### config.mk
export PLATFORM = sky130hd
export DESIGN_NAME = dcim_mac_array
export DESIGN_NICKNAME = d
export VERILOG_FILES = /design/src/rtl/dcim_pkg.sv /design/src/rtl/dcim_lane.sv /design/src/rtl/dcim_mac_array.sv
export SDC_FILE = /design/constraint.sdc
export NUM_CORES = 2
export LEC_CHECK = 0
export ABC_AREA = 0
export BUFFER_PORTS_ARGS = -buffer_cell sky130_fd_sc_hd__buf_2
export CORE_MARGIN = 2
export CORE_UTILIZATION = 32
export CTS_CLUSTER_SIZE = 25
export DETAILED_ROUTE_END_ITERATION = 6
export PLACE_DENSITY_LB_ADDON = 0.25
export RECOVER_POWER = 25
export SYNTH_ARGS = -nofsm -noshare
export SYNTH_HDL_FRONTEND = slang
export SYNTH_SLANG_ARGS = --single-unit
### constraint.sdc
create_clock -name clk -period 7.32 [get_ports clk]
set_input_delay 1.464 -clock clk [delete_from_list [all_inputs] [get_ports clk]]
set_output_delay 1.464 -clock clk [all_outputs]
set_load 0.05 [all_outputs]
### src/rtl/dcim_pkg.sv
// Shared types and helpers for the DCIM MAC array.
// Defines the load/compute state enum, mode encodings and result width helper.
package dcim_pkg;

    typedef enum logic [1:0] {
        EMPTY = 2'd0,
        LOAD  = 2'd1,
        READY = 2'd2
    } state_t;

    localparam logic MODE_MUL = 1'b0;
    localparam logic MODE_MAC = 1'b1;

    // Widest possible full-depth dot product: product bits plus one
    // carry bit per doubling of the accumulation depth.
    function automatic int acc_width(input int dw, input int aw);
        return 2 * dw + aw;
    endfunction

endpackage

### src/rtl/dcim_lane.sv
// One DCIM lane: a weight bank with synchronous read and a product/accumulate register.
// Ports: clk, rst; we/wr_addr/wdata write port; rd_en/rd_addr read port;
// act (stage-1 activation); acc_en/acc_load/clr accumulator control; acc result.
module dcim_lane
    import dcim_pkg::*;
#(
    parameter int DATA_WIDTH = 16,
    parameter int ADDR_COUNT = 32,
    parameter int ADDR_WIDTH = 5,
    parameter int SIGNED     = 0,
    parameter int ACC_WIDTH  = acc_width(DATA_WIDTH, ADDR_WIDTH)
) (
    input  logic                  clk,
    input  logic                  rst,
    input  logic                  we,
    input  logic [ADDR_WIDTH-1:0] wr_addr,
    input  logic [DATA_WIDTH-1:0] wdata,
    input  logic                  rd_en,
    input  logic [ADDR_WIDTH-1:0] rd_addr,
    input  logic [DATA_WIDTH-1:0] act,
    input  logic                  acc_en,
    input  logic                  acc_load,
    input  logic                  clr,
    output logic [ACC_WIDTH-1:0]  acc
);

    localparam int PW = 2 * DATA_WIDTH;

    logic [DATA_WIDTH-1:0] mem [ADDR_COUNT];
    logic [DATA_WIDTH-1:0] weight;
    logic [PW-1:0]         w_ext;
    logic [PW-1:0]         a_ext;
    logic [PW-1:0]         prod;
    logic [ACC_WIDTH-1:0]  prod_ext;

    // Weight storage carries no reset; contents are only meaningful
    // after a completed load phase.
    always_ff @(posedge clk) begin
        if (we) begin
            mem[wr_addr] <= wdata;
        end
        if (rd_en) begin
            weight <= mem[rd_addr];
        end
    end

    // Operands are widened to the full product width first so the
    // truncated multiply yields the exact product in either signedness.
    generate
        if (SIGNED != 0) begin : g_signed
            assign w_ext    = {{DATA_WIDTH{weight[DATA_WIDTH-1]}}, weight};
            assign a_ext    = {{DATA_WIDTH{act[DATA_WIDTH-1]}}, act};
            assign prod     = w_ext * a_ext;
            assign prod_ext = {{(ACC_WIDTH-PW){prod[PW-1]}}, prod};
        end else begin : g_unsigned
            assign w_ext    = {{DATA_WIDTH{1'b0}}, weight};
            assign a_ext    = {{DATA_WIDTH{1'b0}}, act};
            assign prod     = w_ext * a_ext;
            assign prod_ext = {{(ACC_WIDTH-PW){1'b0}}, prod};
        end
    endgenerate

    always_ff @(posedge clk) begin
        if (rst || clr) begin
            acc <= '0;
        end else if (acc_en) begin
            acc <= acc_load ? prod_ext : acc + prod_ext;
        end
    end

endmodule

### src/rtl/dcim_mac_array.sv
// Multi-lane DCIM weight store with streaming MUL / full-depth MAC compute.
// Ports: clk, rst, pe_ce; init_enable/weight_in/init_done load phase; mode;
// in_valid/in_ready/data_in activations; out_valid/out_ready/data_out results.
module dcim_mac_array
    import dcim_pkg::*;
#(
    parameter int DATA_WIDTH = 16,
    parameter int ADDR_COUNT = 32,
    parameter int ADDR_WIDTH = $clog2(ADDR_COUNT),
    parameter int LANES      = 4,
    parameter int SIGNED     = 0,
    parameter int ACC_WIDTH  = acc_width(DATA_WIDTH, ADDR_WIDTH)
) (
    input  logic                        clk,
    input  logic                        rst,
    input  logic                        pe_ce,
    input  logic                        init_enable,
    input  logic [LANES*DATA_WIDTH-1:0] weight_in,
    input  logic                        mode,
    input  logic                        in_valid,
    output logic                        in_ready,
    input  logic [DATA_WIDTH-1:0]       data_in,
    output logic [LANES*ACC_WIDTH-1:0]  data_out,
    output logic                        out_valid,
    input  logic                        out_ready,
    output logic                        init_done
);

    localparam logic [ADDR_WIDTH-1:0] LAST_ADDR = ADDR_WIDTH'(ADDR_COUNT - 1);

    state_t                state;
    logic [ADDR_WIDTH-1:0] wr_addr;
    logic [ADDR_WIDTH-1:0] rd_addr;
    logic                  mode_q;

    logic                  s1_valid;
    logic [DATA_WIDTH-1:0] s1_act;
    logic                  s1_first;
    logic                  s1_last;
    logic                  s1_mode;

    logic                  stall;
    logic                  accept;
    logic                  load_start;
    logic                  load_wr;
    logic                  cur_mode;
    logic                  acc_en;
    logic                  acc_load;

    assign stall      = !pe_ce || (out_valid && !out_ready);
    assign in_ready   = !rst && (state == READY) && !init_enable && !stall;
    assign accept     = in_valid && in_ready;

    // A reload flushes any pending result, so it only waits on pe_ce.
    assign load_start = pe_ce && init_enable && (state != LOAD);
    assign load_wr    = pe_ce && init_enable && (state == LOAD);

    // Mode is taken live for word 0 and held from then on in the pass.
    assign cur_mode   = (rd_addr == '0) ? mode : mode_q;

    assign acc_en     = s1_valid && !stall;
    assign acc_load   = s1_first || (s1_mode == MODE_MUL);

    always_ff @(posedge clk) begin
        if (rst) begin
            state     <= EMPTY;
            wr_addr   <= '0;
            rd_addr   <= '0;
            mode_q    <= MODE_MUL;
            s1_valid  <= 1'b0;
            s1_act    <= '0;
            s1_first  <= 1'b0;
            s1_last   <= 1'b0;
            s1_mode   <= MODE_MUL;
            out_valid <= 1'b0;
            init_done <= 1'b0;
        end else if (load_start) begin
            state     <= LOAD;
            wr_addr   <= '0;
            rd_addr   <= '0;
            init_done <= 1'b0;
            s1_valid  <= 1'b0;
            out_valid <= 1'b0;
        end else if (state == LOAD) begin
            if (pe_ce) begin
                if (init_enable) begin
                    if (wr_addr == LAST_ADDR) begin
                        state     <= READY;
                        wr_addr   <= '0;
                        init_done <= 1'b1;
                    end else begin
                        wr_addr <= wr_addr + 1'b1;
                    end
                end else begin
                    state <= EMPTY;
                end
            end
        end else if (!stall) begin
            s1_valid <= accept;
            if (accept) begin
                s1_act   <= data_in;
                s1_first <= (rd_addr == '0);
                s1_last  <= (rd_addr == LAST_ADDR);
                s1_mode  <= cur_mode;
                mode_q   <= cur_mode;
                rd_addr  <= (rd_addr == LAST_ADDR) ? '0 : rd_addr + 1'b1;
            end
            out_valid <= s1_valid &&
                         ((s1_mode == MODE_MUL) || s1_last);
        end
    end

    genvar i;
    generate
        for (i = 0; i < LANES; i++) begin : g_lane
            logic [ACC_WIDTH-1:0] lane_acc;

            dcim_lane #(
                .DATA_WIDTH(DATA_WIDTH),
                .ADDR_COUNT(ADDR_COUNT),
                .ADDR_WIDTH(ADDR_WIDTH),
                .SIGNED    (SIGNED),
                .ACC_WIDTH (ACC_WIDTH)
            ) u_lane (
                .clk     (clk),
                .rst     (rst),
                .we      (load_wr),
                .wr_addr (wr_addr),
                .wdata   (weight_in[i*DATA_WIDTH +: DATA_WIDTH]),
                .rd_en   (accept),
                .rd_addr (rd_addr),
                .act     (s1_act),
                .acc_en  (acc_en),
                .acc_load(acc_load),
                .clr     (load_start),
                .acc     (lane_acc)
            );

            assign data_out[i*ACC_WIDTH +: ACC_WIDTH] = lane_acc;
        end
    endgenerate

endmodule

# After elaboration in Yosys (flattened, before gate mapping)
# Memories as Yosys holds them, arrays and structs flattened. A register that Yosys moved wholly into a read port is not among the register bits.
# Cells that the tools add are included.
# totals
register_bits,182
ram_bits,2048
input_bits,87
out_inout_bits,151
n_memories,4
# classes
add_sub_neg,6
multipliers,4
n_eq_ne,7
mux,14
bitwise,4
reduce_logical,31
# mem_list
memory,depth,word_bits,read_ports,rd_clocked_by_memory_dff,write_ports,line,source
g_lane[0].u_lane.mem,32,16,1,1,1,dcim_lane.sv:29,logic [DATA_WIDTH-1:0] mem [ADDR_COUNT];
g_lane[1].u_lane.mem,32,16,1,1,1,dcim_lane.sv:29,
g_lane[2].u_lane.mem,32,16,1,1,1,dcim_lane.sv:29,
g_lane[3].u_lane.mem,32,16,1,1,1,dcim_lane.sv:29,
# ops
op,n
37-bit by 32-bit adder with 37-bit output,4
37-bit 2-to-1 mux,4
16-bit by 16-bit multiplier with 32-bit output,4
3-bit AND reduction,4
5-bit by 1-bit adder with 5-bit output (second input constant),2
5-bit == test (second input constant),2
1-bit logical AND,10
5-bit 2-to-1 mux,2
4-bit AND reduction,2
1-bit 2-to-1 mux,6
1-bit logical NOT,5
5-bit logical NOT,1
5-bit AND reduction,1
1-bit logical OR,4
2-bit 2-to-1 mux,2
2-bit by 1-bit != test with 1-bit output (second input constant),2
1-bit NOT,4
2-bit nonzero test,2
3-bit by 1-bit != test with 1-bit output (second input constant),1
2-bit by 1-bit == test with 1-bit output (second input constant),1
2-bit == test (second input constant),1
2-bit AND reduction,1
2-bit OR reduction,1

# Depth between registers and ports, before layout
# logic_depth
depth_word,7
depth_mapped,35
ltp_nobuf,33

# Hierarchy
# A second synthesis with hierarchy kept.
# hier_totals
hier_cells,9037
hier_area_um2,128733.5
# by_module_without_submodules
mod,n_inst,cells_per_inst,area_per_inst_um2,seq_area_each_um2
dcim_lane at g_lane[0].u_lane,1,2243,31970.7,16595.9
dcim_lane at g_lane[3].u_lane,1,2229,31928.1,16595.9
dcim_lane at g_lane[2].u_lane,1,2190,31735.4,16595.9
dcim_lane at g_lane[1].u_lane,1,2202,31691.6,16595.9
dcim_mac_array,1,173,1407.6,680.7

# Worst setup path before layout
# No wires, ideal clock.
# synth_path
kind,register to register
startpoint,register s1_act[7]
endpoint,register g_lane[1].u_lane.acc[36]
t_arrival_ns,7.765
t_required_ns,7.189
path_slack_ns,-0.575
path_stages_with_launch,33
cell_sequence,dfxtp_1 -> clkbuf_1 -> clkbuf_1 -> nand2_1 -> fa_1 -> inv_1 -> fa_1 -> inv_1 -> fa_1 -> inv_1 -> fa_1 -> fa_1 -> inv_1 -> fa_1 -> inv_1 -> ha_1 -> nand4_1 -> a311o_1 -> o21a_1 -> o21ai_0 -> a21o_1 -> a21oi_1 -> xnor2_1 -> ha_1 -> a21o_1 -> a211o_1 -> or3_1 -> o21ai_2 -> o211ai_1 -> a41oi_1 -> o311a_1 -> or3_1 -> a21oi_1
# synth_via
elab_chain_cells,3
# synth_lines
item,line,source
start: declaration,dcim_mac_array.sv:37,logic [DATA_WIDTH-1:0] s1_act;
start signal: assignment,dcim_mac_array.sv:101,s1_act <= data_in;
16-bit by 16-bit multiplier with 32-bit output,dcim_lane.sv:58,assign prod = w_ext * a_ext;
37-bit by 32-bit adder with 37-bit output,dcim_lane.sv:67,acc <= acc_load ? prod_ext : acc + prod_ext;
37-bit 2-to-1 mux,dcim_lane.sv:67,
end signal: assignment,dcim_lane.sv:67,
end: declaration,dcim_lane.sv:24,output logic [ACC_WIDTH-1:0] acc
# No other way between the ends.
# A chain may end at the register's enable or synchronous reset.

# Worst setup path in the final report
# layout_path
startpoint,register s1_act[7]
endpoint,register g_lane[1].u_lane.acc[30]
# layout_via
elab_chain_cells,3
# layout_lines
item,line
16-bit by 16-bit multiplier with 32-bit output *,dcim_lane.sv:58
37-bit by 32-bit adder with 37-bit output,dcim_lane.sv:67
37-bit 2-to-1 mux *,dcim_lane.sv:67
# Every way passes the cells marked *; elsewhere a longest branch is shown, timed or not.

==> reports/results.tsv <==
metric	value	unit
worst hold path type	flip-flop to flip-flop	
delay of the slowest critical-path stage	530	ps
Max transition margin	2.58	%
sum of net half-perimeters after detailed placement	237000	um
share of post-route cells with drive strength above 1	26.6	%
combinational family with the most area after synthesis	adder cells	
net count of the finished layout	11200	
share of synthesized flip-flops with an asynchronous set or reset	0	%
most used flip-flop cell after synthesis	sky130_fd_sc_hd__edfxtp_1	
post-synthesis sequential area ratio	52.9	%
Chip Height	634	um
worst path arrival time	8560	ps
highest net fanout along the worst path	8	
pre-CTS setup slack	-899	ps
share of the clock period used by the worst path after layout	108	%
critical setup path kind	flip-flop to flip-flop	
post-route clock skew	135	ps
static leakage	57.7	nW
count of pins over their slew limit	0	
Syn. warnings	0	
# IOs	238	
endpoint class of the critical path	flip-flop	
global-route wire length before repair	534000	um
met3 Track Usage GR	2.59	%
area share of the largest cell type after synthesis	50.0	%
initial core utilization	32.1	%
largest area contributor in the synthesized netlist	sky130_fd_sc_hd__edfxtp_1	
max cap viols	0	
power density over the cells	175	nW/um^2
remaining global-route overflow	0	
GR met2 Demand/Resource	28.8	%
largest net degree at the start of global routing	160	
number of cells traversed by the worst hold path	2	
Setup crit start kind	flip-flop	
number of global-route vias before repair	78600	
area fraction in and, or, nand and nor cells after synthesis	6.64	%
clock edge transition at the registers on the reported setup and hold paths	60	ps
CTS tree	yes	
total die area	402000	um^2
# DRC	0	
final worst slack	-557	ps
met1 usage	25.6	%
CTS Buf Count	240	
Area growth, synth to finish	19.8	%
clock sink count	2294	
fmax	127	MHz
run status	finished, violations left	
via density per instance	5.01	
total setup violations reported at the end of the flow	54	
share of synthesized cell area in full adder, half adder and majority cells	17.8	%
count of flip-flops with a built-in enable after synthesis	2112	
fraction of the core area covered by cells at the end of the flow	38.4	%
clock buffer depth	4	
summed instance area of the synthesized netlist	127000	um^2
top cells by instance count after synthesis	sky130_fd_sc_hd__edfxtp_1 (2112), sky130_fd_sc_hd__inv_1 (957), sky130_fd_sc_hd__nand2_1 (787)	
proportion of synthesized area in mux cells	12.1	%
post-synthesis xor/xnor area fraction	1.59	%
Crit path required time	8000	ps
Critical-path top delay cell	sky130_fd_sc_hd__fa_1	
Mean Syn Cell Area	14.5	um^2
count of H-tree levels built during CTS	4	
failing checks	negative setup slack	
Critical Path Most Common Cell	sky130_fd_sc_hd__fa_1	
most used routing layer	met2	
# port buffers	237	
Worst-Margin Slew	1460	ps
Initial DRT Pass Iterations	6	
nets in the synthesized netlist	10200	
number of violations reported at the end of detailed-routing iteration 0	6642	
Synth Instances	8729	
drt total wl	367000	um
library cell with the highest instance count after synthesis	sky130_fd_sc_hd__edfxtp_1	
tightest hold margin	459	ps
global routing usage summed across all routing layers	17.9	%
placed cell count	14700	
VDD IR max	209	uV
detailed-route wire length per cell	24.1	um
final hold violations	0	
Detail Route Antenna Nets	0	
unrepaired setup endpoints after global routing	yes	
top post-synthesis cells by area	sky130_fd_sc_hd__edfxtp_1 (50%), sky130_fd_sc_hd__fa_1 (12%), sky130_fd_sc_hd__mux4_2 (11%)	
die outline width	634	um
root buffer selected by CTS	sky130_fd_sc_hd__clkbuf_16	
count of unique library cells instantiated by Yosys	84	
Clk Latency, worst-skew pair	940	ps
final std cells w/o fill	15200	
Cell Rows	231	
RePlAce Congestion	0.844	
number of cells traversed by the worst register-to-register path	33	
flip-flop and latch count after synthesis	2294	
initial antenna violation count	53	
Via Count	76200	
compound-cell area share of the yosys netlist	4.87	%
crit path time final	7880	ps
core footprint	395000	um^2
final cells by class:
type | instances | area (um^2)
diodes | 8 | 20.0
clock buffers | 286 | 6220
clock inverters | 150 | 1460
fillers | 37100 | 243000
inverters | 957 | 3590
multi-input cells | 5049 | 57100
flip-flops and latches | 2294 | 67100
well taps | 5242 | 6560
repair buffers | 1238 | 9950
repair_timing:
action / in CTS / in global routing
pin swaps: 51 / 106
setup buffers: 35 / 27
hold buffers: 0 / 0
gates resized for setup: 229 / 206
endpoints found under the setup margin: 71 / 89
gates cloned: 3 / 7
metrics by stage:
step	area [um^2]	TNS (ps)	total power, mW
floorplan	127000	-135	14.6
global placement	141000	-25670	14.8
detailed placement	141000	-30800	14.8
CTS	151000	-14600	26.9
global route	152000	-34370	27.4
finish	152000	-15220	26.6
cell families (layout without fill, tap and decap cells):
group                      Yosys count  after routing
buffers and inverters             1386           2631
and+or+nand+nor                   1784           1784
DFF                               2294           2294
AOI/OAI and AO/OA                  971            971
xor gates and xnor gates           230            230
muxes                              728            728
other                                0              8
adders and majority gates         1336           1336
critical path: cells and delay by family, from the launching register on:
family | cells | cell delay, ps
xor gates and xnor gates | 2 | 220
AOI/OAI and AO/OA | 11 | 2190
and+or+nand+nor | 3 | 550
buffers and inverters | 9 | 900
adders and majority gates | 8 | 3480
DFF | 1 | 390
final timing paths:
path             start                  endpoint  slack, ps
min reg2reg    s1_last                   s1_last        460
max reg2reg  s1_act[7]  g_lane[1].u_lane.acc[30]       -560
min            s1_last                   s1_last        460
max          s1_act[7]  g_lane[1].u_lane.acc[30]       -560
flip-flops by register name, summed over array words and instances, names as in the netlist:
name and count:
s1_act 16, out_valid 1, g_lane.u_lane.mem 2048, state 2, s1_last 1, g_lane.u_lane.weight 64, rd_addr 5, wr_addr 5
g_lane.u_lane.acc 148, init_done 1, s1_mode 1, s1_first 1, s1_valid 1
placed cells by master (no fill, tap or decap), drive strengths merged, types with 263 or more instances in the layout:
cell	synthesis	routed
nor2	263	263
a21oi	324	324
ha	556	556
inv	957	970
and2	473	473
buf	55	1179
fa	780	780
nand2	787	787
edfxtp	2112	2112
clkbuf	373	345
mux4	640	640
power by group:
part | total, mW | internal [mW] | switching (mW)
Sequential | 14.3 | 14.3 | 0.00203
Combinational | 0.257 | 0.0335 | 0.223
Clock | 12.1 | 6.92 | 5.17
Total | 26.6 | 21.3 | 5.40
metal layers:
layer / share of wire [%] / vias up / routed length [um]
met3: 5.8 / 493 / 21200
met1: 45 / 40000 / 166000
met2: 46 / 2140 / 171000
met5: 0.044 / - / 160
li1: - / 33600 / -
met4: 2.5 / 26 / 9220
Power figures use the tool's default switching activity.
